### config.mk
export PLATFORM = sky130hd
export DESIGN_NAME = enc4to2_hs
export DESIGN_NICKNAME = d
export VERILOG_FILES = /design/src/rtl/enc4to2_hs.sv
export SDC_FILE = /design/constraint.sdc
export NUM_CORES = 1
export LEC_CHECK = 0
export ABC_AREA = 1
export CAP_MARGIN = 0
export CORE_AREA = 3 3 40 42
export CTS_CLUSTER_DIAMETER = 200
export DETAILED_ROUTE_END_ITERATION = 16
export DIE_AREA = 0 0 43 45
export REMOVE_ABC_BUFFERS = 1
export SLEW_MARGIN = 20
export SYNTH_ARGS = -nofsm -noshare
export SYNTH_HDL_FRONTEND = slang
export SYNTH_SLANG_ARGS = --single-unit
### constraint.sdc
create_clock -name clk -period 1.7 [get_ports clk]
set_input_delay 0.34 -clock clk [delete_from_list [all_inputs] [get_ports clk]]
set_output_delay 0.34 -clock clk [all_outputs]
set_load 0.02 [all_outputs]
### src/rtl/enc4to2_hs.sv
// enc4to2_hs: registered 4-to-2 priority encoder with valid/ready handshakes and sticky multi-hot error.
// Define ENC4TO2_ERRCNT_EN to add the saturating 8-bit err_cnt output.
module enc4to2_hs #(
    parameter bit DROP_IDLE = 1'b1
) (
    input  logic       clk,
    input  logic       rst,
    input  logic       in_valid,
    output logic       in_ready,
    input  logic       e,
    input  logic [3:0] y,
    output logic       out_valid,
    input  logic       out_ready,
    output logic [1:0] a,
    output logic       multi,
    output logic       idle,
    output logic       err,
    input  logic       err_clr
`ifdef ENC4TO2_ERRCNT_EN
    ,
    output logic [7:0] err_cnt
`endif
);

    logic       vld_q, vld_d;
    logic [1:0] a_q, a_d;
    logic       multi_q, multi_d;
    logic       idle_q, idle_d;
    logic       err_q, err_d;

    logic [1:0] enc_a;
    logic [2:0] ones;
    logic       beat_multi, beat_idle, accept, load;

    // Highest set line wins, matching the 2-to-4 decoder mapping.
    always_comb begin
        enc_a = 2'd0;
        if (y[3])      enc_a = 2'd3;
        else if (y[2]) enc_a = 2'd2;
        else if (y[1]) enc_a = 2'd1;
    end

    assign ones       = {2'b00, y[0]} + {2'b00, y[1]} + {2'b00, y[2]} + {2'b00, y[3]};
    assign beat_multi = e && (ones >= 3'd2);
    assign beat_idle  = !e || (y == 4'b0000);
    assign in_ready   = !rst && (!vld_q || out_ready);
    assign accept     = in_valid && in_ready;
    // Idle beats are swallowed entirely when DROP_IDLE is set.
    assign load       = accept && (!beat_idle || !DROP_IDLE);

    always_comb begin
        vld_d   = vld_q;
        a_d     = a_q;
        multi_d = multi_q;
        idle_d  = idle_q;
        if (load) begin
            vld_d   = 1'b1;
            a_d     = beat_idle ? 2'd0 : enc_a;
            multi_d = beat_idle ? 1'b0 : beat_multi;
            idle_d  = beat_idle;
        end else if (vld_q && out_ready) begin
            vld_d = 1'b0;
        end
        err_d = err_q;
        if (accept && beat_multi) err_d = 1'b1;
        else if (err_clr)         err_d = 1'b0;
    end

    always_ff @(posedge clk) begin
        if (rst) begin
            vld_q   <= 1'b0;
            a_q     <= 2'd0;
            multi_q <= 1'b0;
            idle_q  <= 1'b0;
            err_q   <= 1'b0;
        end else begin
            vld_q   <= vld_d;
            a_q     <= a_d;
            multi_q <= multi_d;
            idle_q  <= idle_d;
            err_q   <= err_d;
        end
    end

    assign out_valid = vld_q;
    assign a         = a_q;
    assign multi     = multi_q;
    assign idle      = idle_q;
    assign err       = err_q;

`ifdef ENC4TO2_ERRCNT_EN
    logic [7:0] cnt_q, cnt_d;

    // A clear coinciding with a new error leaves exactly that one error counted.
    always_comb begin
        cnt_d = cnt_q;
        if (accept && beat_multi) begin
            if (err_clr)               cnt_d = 8'd1;
            else if (cnt_q != 8'hFF)   cnt_d = cnt_q + 8'd1;
        end else if (err_clr) begin
            cnt_d = 8'd0;
        end
    end

    always_ff @(posedge clk) begin
        if (rst) cnt_q <= 8'd0;
        else     cnt_q <= cnt_d;
    end

    assign err_cnt = cnt_q;
`endif

endmodule

==> out/summary.txt, run 1 <==
status = completed
Max FO, Critical Path = 2
WL/cell = 8.00 microns
crit end category = output port
Ys Warns = 0
final core utilization = 0.458
I/O pin cnt = 17
slew margin rel. = 0.848
post-CTS setup buffer count = 0
Final period util = 0.950
dpl ws = -225 ps
share of cells above drive strength 1 = 0.208
H-tree levels = 1
DRT Pass-1 Iters = 2
placed cell area = 558 sq um
Worst Skew = 4.37 ps
HPWL after DPL = 614 microns
GP Congestion = 0.601
setup TNS = 0 ps
Post-CTS Resized = 1
Nets = 86
Row Count = 13
# diodes = 0
drt first-iter violations = 2
final setup margin = 84.6 ps
unrepaired setup endpoints after global routing = no
Final Slew Violations = 0
Fin. Hold Viols = 0
clk_lat worst skew = 240 ps
die area = 1940 sq um
Netlist cell types = 13
PD cells = 624 nW/um^2
worst slew pin tran = 227 ps
crit path DAT = 1280 ps
CP Launch Type = primary input
syn avg cell area = 7.12 sq um
Initial Util = 0.266
Post-Synthesis Cells = 48
Root Buffer = clkbuf_4
TritonCTS clock tree = built
max cap viols = 0
final wirelength = 696 microns
DRC violations left = 0
Final Instance Area = 588 sq um
leakage power = 0.291 nW
largest net degree at the start of global routing = 6
Hold Buf Count CTS = 0
fmax = 0.619 GHz
VDD IR-drop max = 350 uV
Final Setup Violations = 0
initial antenna violation count = 0
#FFs+latches synth = 6
IO Port Bufs = 16
Synth Cell Area = 342 sq um
first-pass GRT wire length = 1290 microns
CTS sink count = 6
drt via density = 4.02
Core Area = 1280 sq um
worst hold path class = reg2reg
Area Growth Syn to Fin = 72.2%
grt ovf = 0
Required @ worst endpoint = 1360 ps
vias in the first global route = 327
CTS buffer count = 3
antenna viol nets, final = 0
Period minus WS final = 1620 ps
GRT Overall Usage = 0.0927
Die H = 45 microns
Via Count = 350
kind of critical path = in2out
clk buf depth = 2
Die X = 43 microns
register clock-pin slew on the reported worst setup and hold paths = 40 ps
sequential area share after synthesis = 0.352
[synth_stat cells]
library cell  number  area, sq um
inv_1              7         26.3
nor2_1             9         33.8
inv_2              1         3.75
nor2_4             1         11.3
nand2_1           13         48.8
nand3_4            1         17.5
a21oi_1            3         15.0
nor2_2             2         12.5
dfxtp_1            6          120
fa_1               1         20.0
ha_1               1         12.5
a21boi_1           1         7.51
nand2_2            2         12.5
[stage by stage]
stage               std cells  power (mW)  hold slack (ps)
finish                     87       0.367              441
global route               87       0.399              448
floorplan                  48       0.191              409
detailed placement         84       0.243              436
global placement           84       0.241              434
CTS                        87       0.377              442
[flip-flops by register name (all words and copies together), names as in the netlist]
signal     flops
multi          1
idle           1
a              2
out_valid      1
err            1
[routing by layer]
| metal | vias up | part of all wire | track usage |
|---|---|---|---|
| li1 | 190 | - | - |
| met1 | 148 | 0.42 | 0.0998 |
| met2 | 12 | 0.49 | 0.144 |
| met3 | 0 | 0.088 | 0.0518 |
| met4 | 0 | 0 | 0.0542 |
| met5 | - | 0 | 0 |
[cells by family (layout without fill, tap and decap cells)]
kind of cell,after synthesis,in the layout,share of synthesized area
buffers and inverters,8,32,0.0879
and+or+nand+nor,28,28,0.399
DFF,6,6,0.352
AOI/OAI and AO/OA,4,4,0.0659
adders and majority gates,2,2,0.0952
[worst max-delay path: stages]
cell,delay [ps]
clkdlybuf4s50_1,450
inv_1,40
nand2_2,50
nand2_1,60
inv_1,50
clkdlybuf4s15_1,290
[report_power, final]
| part | total, mW | switching, mW | internal (mW) | leakage, nW |
|---|---|---|---|---|
| registers | 0.148 | 0.00235 | 0.146 | 0.0488 |
| clock network | 0.130 | 0.0500 | 0.0798 | 0.0138 |
| logic | 0.0889 | 0.0410 | 0.0479 | 0.229 |
| total | 0.367 | 0.0933 | 0.274 | 0.291 |
[path summary, 6_finish.rpt]
check                 start  depth (start not counted)        to  slack, ps
setup reg to reg  out_valid                          7      a[0]        720
hold / removal         idle                          2      idle        440
setup / recovery  out_ready                          6  in_ready         80
hold reg to reg        idle                          2      idle        440
[placed cells by master, fill, tap and decap left out]
master           count
dlymetal6s2s_1       3
nand3_4              1
fa_1                 1
clkdlybuf4s50_1     12
nor2_2               2
nor2_4               1
dfxtp_1              6
nand2_1             13
a21oi_1              3
ha_1                 1
a21boi_1             1
clkbuf_4             3
nand2_2              2
nor2_1               9
inv_2                1
inv_1                7
clkdlybuf4s15_1      1
buf_4                5
[cell type report]
cell class / instances / area, sq um
Fill cell: 145 / 697
Inverter: 8 / 30.0
Timing Repair Buffer: 21 / 205
Clock buffer: 3 / 22.5
Multi-Input combinational cell: 34 / 191
Sequential cell: 6 / 120
Tap cell: 15 / 18.8
No activity file was read; power rests on OpenSTA's default activity.
==> run 2: changes to the inputs <==
Settings changed: CTS_CLUSTER_DIAMETER 200 to 120.
Clock period 1.7 ns to 1.5 ns, I/O delays scaled along.
==> run 2 against run 1 <==
Against the previous run: utilization fell by 0.39 points; count of clock-buffer cells in the layout did not move; critical path depth did not move; register-to-register slack got worse by 200 ps; hold slack got worse by 5.8 ps; via count rose by 0.29%; setup slack improved by 15 ps; routed wire length rose by 4.7%; cell count did not move; critical path type unchanged; largest cell class unchanged.
==> out/summary.txt, run 2 (synthesis gave the netlist of run 1 again) <==
TritonCTS clock tree = built
crit path DAT = 1100 ps
CTS buffer count = 3
CTS sink count = 6
VDD IR-drop max = 312 uV
Top delay family on crit path = buffers and inverters
Fin. Hold Viols = 0
max reg flops = 2
Core Area = 1280 sq um
Required @ worst endpoint = 1200 ps
clk buf depth = 2
largest net degree at the start of global routing = 6
Hold Buf Count CTS = 0
Initial Util = 0.266
DRC violations left = 0
max cap viols = 0
antenna viol nets, final = 0
Nets = 86
Final Instance Area = 583 sq um
HPWL after DPL = 623 microns
CP bufs+invs = 4
most frequent cells in the layout = 13 x nand2_1, 9 x nor2_1, 7 x inv_1, 6 x dfxtp_1, 6 x clkdlybuf4s50_1
IO Port Bufs = 16
post-CTS setup buffer count = 0
# diodes = 0
Area Growth Syn to Fin = 70.7%
Max FO, Critical Path = 2
Overall Power = 0.412 mW
Die X = 43 microns
H-tree levels = 1
CP peak stage delay = 450 ps
Final Slew Violations = 0
setup TNS = 0 ps
placed cell area = 558 sq um
Worst Skew = 6.22 ps
share of cells above drive strength 1 = 0.222
worst slew pin tran = 226 ps
CP Launch Type = primary input
most common cell after layout, fill and taps aside = nand2_1
Final Setup Violations = 0
worst hold path class = reg2reg
worst-path cell chain = clkdlybuf4s50_1 -> inv_1 -> nand2_2 -> nand2_1 -> inv_1 -> buf_2
fmax = 0.714 GHz
DRT Pass-1 Iters = 2
Non-Filler Instances = 87
initial antenna violation count = 0
final wirelength = 729 microns
leakage power = 0.360 nW
GRT Overall Usage = 0.0885
Via Count = 351
status = completed
footprint of the multi-input gates = 191 sq um
die area = 1940 sq um
slew margin rel. = 0.849
Root Buffer = clkbuf_4
Final period util = 0.934
Seq. cell area = 120 sq um
drt first-iter violations = 4
fill count = 141
Inst Count DP = 84
Die H = 45 microns
register clock-pin slew on the reported worst setup and hold paths = 40 ps
WL/cell = 8.38 microns
Period minus WS final = 1400 ps
drt via density = 4.03
crit path max-delay cell type = clkdlybuf4s50_1
Most common cell on crit path = inv_1
grt ovf = 0
PD cells = 707 nW/um^2
I/O pin cnt = 17
clk_lat worst skew = 240 ps
unrepaired setup endpoints after global routing = no
Reg2Reg Setup Slack = 520 ps
GP Congestion = 0.601
vias in the first global route = 324
Row Count = 13
first-pass GRT wire length = 1260 microns
crit end category = output port
kind of critical path = in2out
[run 2: cell count changes in the layout (fill, tap and decap cells not counted)]
cell             delta
buf_2               +1
clkdlybuf4s15_1     -1
clkdlybuf4s50_1     -6
dlygate4sd2_1       +4
dlymetal6s2s_1      +2
[run 2: through the flow]
step | hold WS [ps] | utilization | worst slack, ps
2_1_floorplan | 369 | - | 204
3_3_place_gp | 434 | 0.434 | -335
3_5_place_dp | 436 | 0.434 | -360
4_1_cts | 442 | 0.444 | 4.64
5_1_grt | 445 | 0.454 | 19.4
6_report | 436 | 0.454 | 99.2
[run 2: routing by layer]
metal | up-vias | wire, microns | track usage
met3 | 0 | 68 | 0.0518
met1 | 149 | 292 | 0.0947
met5 | - | 0 | 0
met4 | 0 | 0 | 0.0361
li1 | 190 | - | -
met2 | 12 | 368 | 0.144
[run 2: path summary, 6_finish.rpt]
check,start,end,cells after the start
hold / removal,idle,idle,2
setup / recovery,out_ready,in_ready,6
hold reg to reg,idle,idle,2
setup reg to reg,out_valid,a[0],7
[run 2: final cells by class]
type,instances,area share
inverters,8,0.0515
flip-flops and latches,6,0.206
well taps,15,0.0322
multi-input cells,34,0.328
clock buffers,3,0.0386
repair buffers,21,0.343
[run 2: where the power goes]
group / total, mW / internal [mW] / switching, mW
Clock: 0.147 / 0.0904 / 0.0567
Sequential: 0.168 / 0.166 / 0.00249
Combinational: 0.0971 / 0.0502 / 0.0469
Total: 0.412 / 0.306 / 0.106
[run 2: repair_timing]
action                                  CTS  global route
pin swaps                                 0             0
endpoints found under the setup margin    4             5
gates resized for setup                   8             5
[run 2: worst min-delay path: stages (launching register included)]
cell and delay, ps:
dfxtp_1 300, nand2_1 60, nor2_1 30
==> edit 1, RTL diff (settings of run 1) <==
Change the parameter `DROP_IDLE` from 1'b1 to 1'b0.
--- a/src/rtl/enc4to2_hs.sv
+++ b/src/rtl/enc4to2_hs.sv
@@ -1,7 +1,7 @@
 // enc4to2_hs: registered 4-to-2 priority encoder with valid/ready handshakes and sticky multi-hot error.
 // Define ENC4TO2_ERRCNT_EN to add the saturating 8-bit err_cnt output.
 module enc4to2_hs #(
-    parameter bit DROP_IDLE = 1'b1
+    parameter bit DROP_IDLE = 1'b0
 ) (
     input  logic       clk,
     input  logic       rst,
Formal check against the unedited RTL: not equivalent (Yosys sat finds a counterexample within 4 cycles, from zero or initial values and one cycle with rst high).
==> edit 1 against run 1 <==
  * Sequential power grew 3%
  * Setup slack better by 0.013 ns
  * Combinational power grew 6.3%
  * Cell area down 6.4%
  * Cell count decreased by 3.4%
  * Sequential cell count did not move
  * Area after synthesis shrank 2.6%
  * Register-to-register slack better by 0.06 ns
  * Wire length up 18%
  * Power increased by 3.3%
==> edit 1: results (changes against run 1) <==
| Metric | Value |
|---|---|
| R2R Setup Slk | 0.78 ns (+0.06 ns) |
| Worst slew pin tran | 0.221 ns (-0.00566 ns) |
| Layout cell share with drive strength beyond 1 | 14.5% (-6.3 points) |
| Cell count after placement | 81 (-3.6%) |
| Fillers | 139 (-4.1%) |
| Gpl congestion | 0.736 (+22%) |
| Top cells by area, synth | dfxtp_1 36%, nor2_1 12%, nand2_1 11% |
| Metal3 WL | 67 um (+9.8%) |
| Met2 Use GR | 15.0% (+0.60 points) |
| Worst path max stage delay | 0.48 ns (+0.03 ns) |
| DR WL met2 | 361 um (+4.9%) |
| Register area share after synthesis | 36.1% (+0.93 points) |
| Initial DRC Count | 5 (+3) |
| Static Leakage | 0.263 nW (-9.6%) |
| WL met1 | 390 um (+34%) |
| Vias | 363 (+3.7%) |
| DP HPWL | 674 um (+9.7%) |
| Syn Area/Cell | 6.93 um^2 (-2.6%) |
| DRT Pass-1 Iters | 4 (+2) |
| Synth top cells by count | 11 x nor2_1, 10 x nand2_1, 8 x inv_1 |
| Post-synthesis compound-gate area fraction | 7.52% (+0.93 points) |
| Synth unique cells | 12 (-1) |
| Reg2reg end | multi |
| Total GRT Usage | 9.93% (+0.66 points) |
| Wirelength, routed | 818 um (+18%) |
| Status | finished, final reports clean |
| FF-to-FF path depth | 5 (-2) |
| Peak VDD IR | 0.574 mV (+64%) |
| M3 GR Usage | 7.17% (+2.0 points) |
-- edit 1: cell count changes in the layout (fill, tap and decap cells not counted), sizes merged --
cell | run 1 | this run
dlygate4sd2 | 0 | 1
buf | 5 | 2
nand2 | 15 | 12
inv | 8 | 9
dlymetal6s2s | 3 | 1
a21boi | 1 | 0
nand4 | 0 | 1
clkdlybuf4s15 | 1 | 0
a21oi | 3 | 5
clkdlybuf4s50 | 12 | 14
-- edit 1: final cells by class --
type / instances / area share, %
multi-input combinational: 33 / 32.5
clock buffer: 3 / 4.09
tap: 15 / 3.41
inverter: 9 / 6.14
sequential: 6 / 21.8
timing repair buffer: 18 / 32.0
-- edit 1: where the power goes --
group	total, mW	internal (mW)	switching, mW
logic	0.0945	0.0486	0.0459
clock network	0.132	0.0799	0.0517
registers	0.153	0.149	0.00430
-- edit 1: worst min-delay path, delay by kind of cell (launching register included) --
| kind | cells | cell delay (ns) |
|---|---|---|
| compound gates | 1 | 0.06 |
| flops | 1 | 0.30 |
| simple gates | 1 | 0.06 |
-- edit 1: stage by stage --
| step | util (%) | cell area, um^2 | TNS (ns) | power, mW | worst slack [ns] |
|---|---|---|---|---|---|
| detailed placement | 41.0 | 527 | -0.522 | 0.252 | -0.195 |
| finish | 42.8 | 551 | 0 | 0.379 | 0.0976 |
| CTS | 42.6 | 548 | 0 | 0.387 | 0.0716 |
| global route | 42.8 | 551 | 0 | 0.406 | 0.0187 |
| floorplan | - | 333 | 0 | 0.197 | 0.382 |
| global placement | 41.0 | 527 | -0.406 | 0.250 | -0.185 |
-- edit 1: worst max-delay path by stage --
stage                     to  slack [ns]  cells past startpoint
global route           multi        0.02                      8
CTS                    multi        0.07                      8
global placement    in_ready       -0.19                      4
floorplan              multi        0.38                      7
detailed placement     multi       -0.19                      8
finish              in_ready         0.1                      4
==> edit 2, RTL diff (settings of run 1) <==
Made on the original files. Register the output `err` once more, with the module's reset; this adds one clock of latency there. The other outputs are not delayed to match.
--- a/src/rtl/enc4to2_hs.sv
+++ b/src/rtl/enc4to2_hs.sv
@@ -86,7 +86,13 @@
     assign a         = a_q;
     assign multi     = multi_q;
     assign idle      = idle_q;
-    assign err       = err_q;
+    always_ff @(posedge clk) begin
+        if (rst) begin
+            err <= '0;
+        end else begin
+            err <= err_q;
+        end
+    end
 
 `ifdef ENC4TO2_ERRCNT_EN
     logic [7:0] cnt_q, cnt_d;
Function: changed (a bounded check fails within 4 cycles, from zero or initial values and one cycle with rst high).
==> edit 2 against run 1 <==
  * Area after synthesis up 9.9%
  * Wire length up 9.6%
  * Setup slack worse by 0.0057 ns
  * Cell area up 6.8%
  * Critical path depth unchanged
  * Power up 14%
  * Core utilization up 3.1 points
  * Sequential cell count up 1
  * Largest power group unchanged
==> edit 2: results (changes against run 1) <==
| Metric | Value |
|---|---|
| Layout cell share with drive strength beyond 1 | 24.0% (+3.2 points) |
| Synth unique cells | 15 (+2) |
| Metal3 WL | 53 um (-13%) |
| Clkbuf count | 4 (+1) |
| Initial DRC Count | 1 (-1) |
| PortBufs | 16 (unchanged) |
| Nets | 88 (+2.3%) |
| DRT Pass-1 Iters | 4 (+2) |
| Synth async-reset ratio | 0% (unchanged) |
| # diodes | 0 (unchanged) |
| Top cells by area, synth | dfxtp_1 37%, nand2_1 11%, nor2_1 9.0% |
| DR WL met2 | 308 um (-10%) |
| M3 GR Usage | 2.39% (-2.8 points) |
| Final Non-Filler Cells | 90 (+3.4%) |
| Largest net degree at the start of global routing | 6 (unchanged) |
| Root Driver | clkbuf_4 |
| Fraction of area in multi-input gates | 32.7% (+0.12 points) |
| Cell count after placement | 86 (+2.4%) |
| Reg2reg end | a[1] |
| Met2 Use GR | 12.0% (-2.4 points) |
| Final setup skew | 0.00315 ns (-0.00121 ns) |
| Post-CTS setup buffers | 0 (unchanged) |
| Hold EP | err |
| CP endpoint | in_ready |
| DRC | 0 (unchanged) |
| DR top layer | met4 |
| Routed wire per std cell | 8.48 um (+6.0%) |
| FF+latch area | 140 um^2 (+17%) |
| R2R Setup Slk | 0.70 ns (-0.02 ns) |
| Syn Inst Count | 49 (+2.1%) |
| Static Leakage | 0.291 nW (about the same) |
| Worst slew pin tran | 0.219 ns (-0.00795 ns) |
| Buffer share of cell area | 33.1% (-1.8 points) |
| Antenna violations before repair | 0 (unchanged) |
| Fillers | 134 (-7.6%) |
| Synth top cells by count | 11 x nand2_1, 9 x nor2_1, 7 x dfxtp_1, 7 x inv_1, 3 x nand2_2 |
| Global-route wire length before repair | 1280 um (-1.1%) |
| Register area share after synthesis | 37.3% (+2.2 points) |
| Vias in the first global route | 334 (+2.1%) |
| WL met1 | 356 um (+23%) |
| Placed Area | 599 um^2 (+7.4%) |
| Crit path time final | 1.62 ns (+0.00567 ns) |
| Gpl congestion | 0.594 (-1.1%) |
| Status | finished, final reports clean |
| Peak VDD IR | 0.215 mV (-39%) |
| Clock buffer depth | 2 (unchanged) |
| Nonclk buf count | 22 (+4.8%) |
| Hold Crit Start | err_q |
| Via-to-Cell Ratio | 4.04 (+0.53%) |
| ClkCell Share | 4.18% (+0.35 points) |
| Total GRT Usage | 9.59% (+0.32 points) |
| Clock sink total | 7 (+1) |
| Place WS | -0.228 ns (-0.00325 ns) |
| Met1 GRT Util | 12.3% (+2.4 points) |
[edit 2: cell families (layout without fill, tap and decap cells)]
group | Yosys count | after routing | share of synthesized area [%]
simple gates | 28 | 28 | 39.0
buf+inv | 8 | 34 | 8.00
flops | 7 | 7 | 37.3
compound gates | 4 | 4 | 7.00
fa+ha+maj | 2 | 2 | 8.67
[edit 2: through the flow]
step                      utilization, %  hold slack (ns)  setup TNS [ns]
after floorplan                        -            0.409               0
after global placement              46.6            0.419          -0.494
after detailed placement            46.6            0.424          -0.516
after CTS                           48.6            0.435               0
after global routing                48.9            0.454               0
final                               48.9            0.436               0
[edit 2: report_power, final]
part | switching [mW] | internal [mW]
combinational | 0.0438 | 0.0522
clock | 0.0597 | 0.0895
sequential | 0.00268 | 0.171
total | 0.106 | 0.312
[edit 2: worst max-delay path, delay by kind of cell]
kind	cells	cell delay, ns
buffers and inverters	4	0.84
AND/OR/NAND/NOR	2	0.11
